<file path="src/rtl/bcd_to_signed_bin_if.sv">
// Handshake and data bundle for the signed-BCD to binary converter.
// The master drives the request and digits; the slave returns status and the result.
interface bcd_to_signed_bin_if #(
  parameter int BIN_W = 10
);
  logic             start;
  logic             sign_b;
  logic [3:0]       hundreds;
  logic [3:0]       tens;
  logic [3:0]       ones;
  logic             busy;
  logic             done;
  logic [BIN_W-1:0] binary;
  logic             err;

  modport master (
    output start, sign_b, hundreds, tens, ones,
    input  busy, done, binary, err
  );

  modport slave (
    input  start, sign_b, hundreds, tens, ones,
    output busy, done, binary, err
  );
endinterface

</file>
<file path="src/rtl/bcd_to_signed_bin.sv">
// Sequential signed-BCD to two's-complement converter (reverse double-dabble).
// One shift per clock, BIN_W iterations, then range check and sign apply.
module bcd_to_signed_bin #(
  parameter int BIN_W = 10,
  parameter int N_DIG = 3
) (
  input  logic                clk,
  input  logic                rst_n,
  bcd_to_signed_bin_if.slave  bus
);
  localparam int BCD_W = 4 * N_DIG;
  localparam logic [BIN_W-1:0] POS_MAX = {1'b0, {(BIN_W-1){1'b1}}};
  localparam logic [BIN_W-1:0] NEG_MAX = {1'b1, {(BIN_W-1){1'b0}}};
  localparam logic [3:0]       LAST_IT = 4'(BIN_W - 1);

  typedef enum logic [1:0] {IDLE, SHIFT, FINISH} state_e;

  state_e             state_q, state_d;
  logic [BCD_W-1:0]   bcd_q, bcd_d;
  logic [BIN_W-1:0]   bin_q, bin_d;
  logic               sign_q, sign_d;
  logic               bad_q, bad_d;
  logic [3:0]         cnt_q, cnt_d;
  logic               busy_q, busy_d;
  logic               done_q, done_d;
  logic [BIN_W-1:0]   binary_q, binary_d;
  logic               err_q, err_d;

  logic [BCD_W-1:0]       digits_in;
  logic [BCD_W+BIN_W-1:0] cat;
  logic [BCD_W-1:0]       bcd_adj;
  logic                   ovf;

  assign digits_in = {bus.hundreds, bus.tens, bus.ones};

  always_comb begin
    state_d  = state_q;
    bcd_d    = bcd_q;
    bin_d    = bin_q;
    sign_d   = sign_q;
    bad_d    = bad_q;
    cnt_d    = cnt_q;
    busy_d   = busy_q;
    done_d   = 1'b0;
    binary_d = binary_q;
    err_d    = err_q;
    cat      = '0;
    bcd_adj  = '0;
    ovf      = 1'b0;

    case (state_q)
      IDLE: begin
        if (bus.start) begin
          bcd_d  = digits_in;
          sign_d = bus.sign_b;
          bin_d  = '0;
          cnt_d  = '0;
          bad_d  = 1'b0;
          for (int unsigned i = 0; i < N_DIG; i++) begin
            if (digits_in[4*i +: 4] > 4'd9) bad_d = 1'b1;
          end
          busy_d  = 1'b1;
          state_d = SHIFT;
        end
      end

      SHIFT: begin
        // Shift the whole {bcd, bin} pair right, then undo the +3 bias
        // that a forward double-dabble would have added to each digit.
        cat     = {bcd_q, bin_q} >> 1;
        bcd_adj = cat[BCD_W+BIN_W-1 -: BCD_W];
        for (int unsigned i = 0; i < N_DIG; i++) begin
          if (bcd_adj[4*i +: 4] >= 4'd8) bcd_adj[4*i +: 4] = bcd_adj[4*i +: 4] - 4'd3;
        end
        bcd_d = bcd_adj;
        bin_d = cat[BIN_W-1:0];
        cnt_d = cnt_q + 4'd1;
        if (cnt_q == LAST_IT) state_d = FINISH;
      end

      FINISH: begin
        ovf = sign_q ? (bin_q > NEG_MAX) : (bin_q > POS_MAX);
        if (bad_q || ovf) begin
          binary_d = '0;
          err_d    = 1'b1;
        end else begin
          binary_d = sign_q ? (~bin_q + 1'b1) : bin_q;
          err_d    = 1'b0;
        end
        done_d  = 1'b1;
        busy_d  = 1'b0;
        state_d = IDLE;
      end

      default: state_d = IDLE;
    endcase
  end

  always_ff @(posedge clk) begin
    if (!rst_n) begin
      state_q  <= IDLE;
      bcd_q    <= '0;
      bin_q    <= '0;
      sign_q   <= 1'b0;
      bad_q    <= 1'b0;
      cnt_q    <= '0;
      busy_q   <= 1'b0;
      done_q   <= 1'b0;
      binary_q <= '0;
      err_q    <= 1'b0;
    end else begin
      state_q  <= state_d;
      bcd_q    <= bcd_d;
      bin_q    <= bin_d;
      sign_q   <= sign_d;
      bad_q    <= bad_d;
      cnt_q    <= cnt_d;
      busy_q   <= busy_d;
      done_q   <= done_d;
      binary_q <= binary_d;
      err_q    <= err_d;
    end
  end

  assign bus.busy   = busy_q;
  assign bus.done   = done_q;
  assign bus.binary = binary_q;
  assign bus.err    = err_q;
endmodule

</file>
<file path="src/flat_wrapper.sv">
// flat-port wrapper written by rule: the top's interface ports become plain ports
module bcd_to_signed_bin_flat 
#(
  parameter int BIN_W = 10,
  parameter int N_DIG = 3
)
  (clk, rst_n, bus_start, bus_sign_b, bus_hundreds, bus_tens, bus_ones, bus_busy, bus_done, bus_binary, bus_err);
  bcd_to_signed_bin_if #(.BIN_W(BIN_W)) bus_i ();
  input  logic clk;
  input  logic rst_n;
  input wire logic [$bits(bus_i.start)-1:0] bus_start;
  input wire logic [$bits(bus_i.sign_b)-1:0] bus_sign_b;
  input wire logic [$bits(bus_i.hundreds)-1:0] bus_hundreds;
  input wire logic [$bits(bus_i.tens)-1:0] bus_tens;
  input wire logic [$bits(bus_i.ones)-1:0] bus_ones;
  output wire logic [$bits(bus_i.busy)-1:0] bus_busy;
  output wire logic [$bits(bus_i.done)-1:0] bus_done;
  output wire logic [$bits(bus_i.binary)-1:0] bus_binary;
  output wire logic [$bits(bus_i.err)-1:0] bus_err;
  assign bus_i.start = bus_start;
  assign bus_i.sign_b = bus_sign_b;
  assign bus_i.hundreds = bus_hundreds;
  assign bus_i.tens = bus_tens;
  assign bus_i.ones = bus_ones;
  assign bus_busy = bus_i.busy;
  assign bus_done = bus_i.done;
  assign bus_binary = bus_i.binary;
  assign bus_err = bus_i.err;
  bcd_to_signed_bin #(.BIN_W(BIN_W), .N_DIG(N_DIG)) u_core (.clk(clk), .rst_n(rst_n), .bus(bus_i));
endmodule
</file>
<file path="config.mk">
export PLATFORM = sky130hd
export DESIGN_NAME = bcd_to_signed_bin_flat
export DESIGN_NICKNAME = d
export VERILOG_FILES = /design/src/rtl/bcd_to_signed_bin_if.sv /design/src/rtl/bcd_to_signed_bin.sv /design/src/flat_wrapper.sv
export SDC_FILE = /design/constraint.sdc
export NUM_CORES = 1
export LEC_CHECK = 0
export ABC_CLOCK_PERIOD_IN_PS = 2800
export CAP_MARGIN = 20
export CORE_UTILIZATION = 58
export DETAILED_ROUTE_END_ITERATION = 8
export MAX_ROUTING_LAYER = met4
export PLACE_DENSITY = 0.84
export SYNTH_ARGS = -nofsm -noshare
export SYNTH_HDL_FRONTEND = slang
export SYNTH_SLANG_ARGS = --single-unit
export TNS_END_PERCENT = 1
</file>
<file path="constraint.sdc">
create_clock -name clk -period 2.8 [get_ports clk]
set_input_delay 0.42 -clock clk [delete_from_list [all_inputs] [get_ports clk]]
set_output_delay 0.42 -clock clk [all_outputs]
set_load 0.03 [all_outputs]
</file>
# [Word-level counts from Yosys, hierarchy flattened]
# Index checks and enable logic that the tools add are counted.
[totals] rom_bits=0 mem_count=0 wordCells=59 regBits=43 ramBits=0 latchBits=0
[op_classes] n_lt_le_gt_ge=8 add_sub_neg=5 n_shift=0 eq_ne=5 mux=22 mul=0 reduce_logical=8 div_mod_pow=0 bitwise=1
[ops] operator="$mux 10" n=3
[ops] operator="$pmux 12 s2" n=1
[ops] operator="$pmux 10 s2" n=1
[ops] operator="$mux 4" n=4
[ops] operator="$gt 4x4->1 const B" n=3
[ops] operator="$mux 12" n=1
[ops] operator="$add 10x1->10 const B" n=1
[ops] operator="$gt 10x10->1 const B" n=1
[ops] operator="$gt 10x9->1 const B" n=1
[ops] operator="$not 10->10" n=1
[ops] operator="$ge 4x4->1 const B" n=2
[ops] operator="$pmux 4 s2" n=1
[ops] operator="$reduce_and 2->1" n=4
[ops] operator="$sub 4x2->4 const B" n=2
[ops] operator="$mux 1" n=7
[ops] operator="$add 4x1->4 const B" n=1
[ops] operator="$eq 4x4->1 const B" n=1
[ops] operator="$ge 3x4->1 const B" n=1
[ops] operator="$mux 2" n=2
[ops] operator="$pmux 2 s2" n=1
[ops] operator="$reduce_bool 2->1" n=2
[ops] operator="$sub 3x2->4 const B" n=1
[ops] operator="$eq 2x1->1 const B" n=1
[ops] operator="$eq 2x2->1 const B" n=1
[ops] operator="other kinds (5)" n=5

# [Depth between registers and ports, before layout]
[depth] ltp_word=4 mapped_depth=6 depth_no_buf=6

# [Worst setup path before layout]
# OpenSTA, ideal clock, no wires.
[synth_path] path_type="reg2reg" from="register u_core.bin_q[2]" to="register u_core.binary_q[4] (netlist: u_core.bus.binary[4])" period_less_slack_ns=1.759 slack_ns=1.041 setup_time_ns=0.071 stages_incl_launch_ff=6 arrival_time_ns=1.688 cell_sequence="dfxtp_1 buf_6 or4_4 o41ai_4 o211ai_1 a21oi_1"
[synth_between] elab_chain_len=4 elab_cells_between_ends=8 cone_classes="1 x add/sub; 2 x order compare; 3 x mux; 1 x bitwise; 1 x reduce/logical"
[synth_lines] item="start, declared" line="bcd_to_signed_bin.sv:20" source="logic [BIN_W-1:0] bin_q, bin_d;"
[synth_lines] item="start signal, assigned" line="bcd_to_signed_bin.sv:114" source="bin_q <= bin_d;"
[synth_lines] item="$not 10->10, or another cell as far along" line="bcd_to_signed_bin.sv:87" source="binary_d = sign_q ? (~bin_q + 1'b1) : bin_q;"
[synth_lines] item="$add 10x1->10 or $mux 1 (tied branches)" line="bcd_to_signed_bin.sv:87, bcd_to_signed_bin.sv:82"
[synth_lines] item="$mux 10 or $logic_or 1x1->1 (tied branches)" line="bcd_to_signed_bin.sv:87, bcd_to_signed_bin.sv:83"
[synth_lines] item="$mux 10 (*)" line="bcd_to_signed_bin.sv:83" source="if (bad_q || ovf) begin"
[synth_lines] item="end signal, assigned" line="bcd_to_signed_bin.sv:120" source="binary_q <= binary_d;"
[synth_lines] item="end, declared" line="bcd_to_signed_bin.sv:26" source="logic [BIN_W-1:0] binary_q, binary_d;"
# Mark *: on every way between the ends. The rest lies on a longest branch, timed or not.
# A chain may end at the register's enable or synchronous reset.

# [Final worst setup path]
[layout_path] from="register u_core.bin_q[2]" to="register u_core.binary_q[9] (netlist: u_core.bus.binary[9])"
# Same word-level chain as after synthesis.

==> impl_metrics.py <==
metrics = {
    "status": {
        "status": "completed",
    },
    "global_route": {
        "grt_pass1_wl_mm": 7.362,
        "grt-ovfl-total": 0,
        "grt_use_total_pct": 27.43,
        "grt_pass1_vias": 1604,
        "grt_max_degree": 17,
        "grt_antenna_before_repair": 0,
    },
    "sta": {
        "fin_crit_sh_pct": 72.86,
        "finalSetupViolations": 0,
        "hold_viol_final": 0,
        "finalMaxSlewViolations": 0,
        "rsz0062_at_grt": "no",
        "finClkSkew_ps": 5.905,
        "fmax_mhz": 490.2,
        "relSlewSlack_pct": 55.30,
        "min_period_ps": 2040,
        "fin_tns_setup_ps": 0,
        "tightest_slew_ps": 668.3,
    },
    "clock_tree": {
        "cts.path.max_buffers": 2,
        "cts_tree": "built",
        "cts_max_level": 2,
        "numCtsBuffers": 5,
        "postCtsHoldBufs": 0,
        "cts_root_buffer": "clkbuf_4",
        "cts.sinks": 43,
        "post_cts.repair.setup_buffers": 0,
        "clkTransAtPathRegs_ps": 120,
        "clk_latency_ps": 350,
        "ctsResizeCount": 0,
    },
    "place": {
        "port_buffers": 28,
        "hpwl_mm": 3.183,
        "place.gp.congestion": 0.8139,
    },
    "yosys": {
        "syn_area_per_cell_um2": 8.701,
        "syn-num-nets": 263,
        "synth_cell_types": 47,
        "syn_area_um2": 2088,
        "synthTopCellsByArea": "dfxtp_1 (41%), nor2_1 (6.5%), ha_1 (4.2%), a21oi_1 (3.6%), a22o_1 (2.9%)",
        "ys.flop_type": "dfxtp_1",
        "async_flop_share_pct": 0,
        "synth_top_cell_area_share_pct": 41.22,
        "yosysTopAreaCell": "dfxtp_1",
        "yosysMostFrequentCell": "dfxtp_1",
        "ys.warnings.count": 0,
        "yosys-top-cells-count": "dfxtp_1 (43), nor2_1 (36), a21oi_1 (15), nand2_1 (14), inv_1 (12)",
        "yosysSeqAreaShare_pct": 41.22,
        "synth-seq-cells": 43,
        "synth-edff-count": 0,
        "syn_inst": 240,
    },
    "floorplanning": {
        "die_w_um": 62.01,
        "dieArea_um2": 3845,
        "ios": 29,
        "dieHeight_um": 62.01,
        "core-area_um2": 3390,
        "initial_core_util_pct": 61.61,
        "rows": 21,
    },
    "power": {
        "power-per-cell-area_nw_per_um2": 481.3,
        "p_leak_uw": 0.0009532,
        "power.total_uw": 1189,
        "max-vdd-ir-drop_mv": 0.2573,
    },
    "run": {
        "maxCapViolCount": 0,
    },
    "route": {
        "wl_per_cell_um": 14.61,
        "drtAntennaViolNets": 0,
        "num_vias": 1812,
        "drc": 0,
        "viasPerCell": 5.771,
        "routed_wirelength_mm": 4.589,
        "drt_first_iter_violations": 148,
        "firstDrtPassIters": 4,
    },
    "layout": {
        "diodes": 0,
        "multi_input_area_um2": 1115,
        "fillCellCount": 251,
        "area_growth_syn_to_layout_pct": 18.33,
        "regArea_um2": 860.8,
        "drive_above_1_share_pct": 7.836,
        "nets": 291,
    },
    "critical_path": {
        "required_ps": 3100,
        "critPathArrivalTime_ps": 2340,
        "worst-path-max-fanout": 8,
        "endpoint_kind": "flop",
        "critical_path_class": "reg2reg",
        "critPathLaunchType": "flop",
    },
    "worst_hold_path": {
        "hold_path.class": "reg2reg",
    },
}
==> report_power, final <==
part	internal, µW	switching, µW
sequential	634	30.6
combinational	73.5	76.7
clock	184	190
total	892	297
==> worst max-delay path: stages (launching register included) <==
cell      delay (ps)
dfxtp_1          410
or4_4            580
o41ai_4          640
o211ai_1         190
o21ai_1          160
==> final timing paths <==
| path | from | end | slack (ps) | depth (start not counted) |
|---|---|---|---|---|
| setup / recovery | u_core.bin_q[2] | u_core.bus.binary[9] | 760 | 4 |
| setup reg to reg | u_core.bin_q[2] | u_core.bus.binary[9] | 760 | 4 |
| hold / removal | u_core.bus.binary[4] | u_core.bus.binary[4] | 460 | 2 |
| hold reg to reg | u_core.bus.binary[4] | u_core.bus.binary[4] | 460 | 2 |
==> cell families after synthesis <==
family / count (synthesis) / share of synthesized area [%]
buf+inv: 25 / 5.392
mux: 4 / 1.917
compound gates: 69 / 24.03
xor+xnor: 11 / 4.613
simple gates: 81 / 18.63
flops: 43 / 41.22
fa+ha+maj: 7 / 4.194
==> per-stage QoR <==
stage / setup slack [ps] / cells / utilization (%) / hold WS, ps / area (µm²)
after global placement: 635.9 / 307 / 70.80 / 440.1 / 2400
after detailed placement: 595.1 / 307 / 70.80 / 447.9 / 2400
final: 759.9 / 314 / 72.91 / 462.3 / 2471
after floorplan: 1041 / 240 / - / 432.2 / 2088
after global routing: 668.5 / 314 / 72.91 / 489.4 / 2471
after CTS: 797.5 / 314 / 72.91 / 465.0 / 2471
==> layer usage <==
layer / vias up / global-route usage, % / part of all wire, %
met3: 8 / 7.246 / 6.5
li1: 906 / - / -
met1: 825 / 35.82 / 48
met5: - / - / 0
met2: 73 / 40.27 / 44
met4: 0 / 10.79 / 1.5
==> cells in the final DEF (no fill, tap or decap), types with 7 or more instances in the layout <==
cell type	count
ha_1	7
clkdlybuf4s50_1	28
o221ai_1	7
nor2_1	36
nand3_1	7
dfxtp_1	43
nand2_1	14
a22o_1	7
xnor2_1	7
inv_1	12
a21oi_1	15
o21ai_0	9
==> area by class of cell <==
cell class	count	share of cell area, %
Sequential cell	43	34.84
Clock inverter	1	1.215
Multi-Input combinational cell	172	45.11
Clock buffer	6	1.671
Timing Repair Buffer	33	12.86
Tap cell	46	2.329
Inverter	13	1.975
==> sequential cells by signal (all words and copies together) (netlist names) <==
signal / cells
u_core.bad_q: 1
u_core.bcd_q: 12
u_core.bin_q: 10
u_core.bus.binary: 10
u_core.bus.busy: 1
u_core.bus.done: 1
u_core.bus.err: 1
u_core.cnt_q: 4
u_core.sign_q: 1
u_core.state_q: 2
No activity file was read; power rests on OpenSTA's default activity.
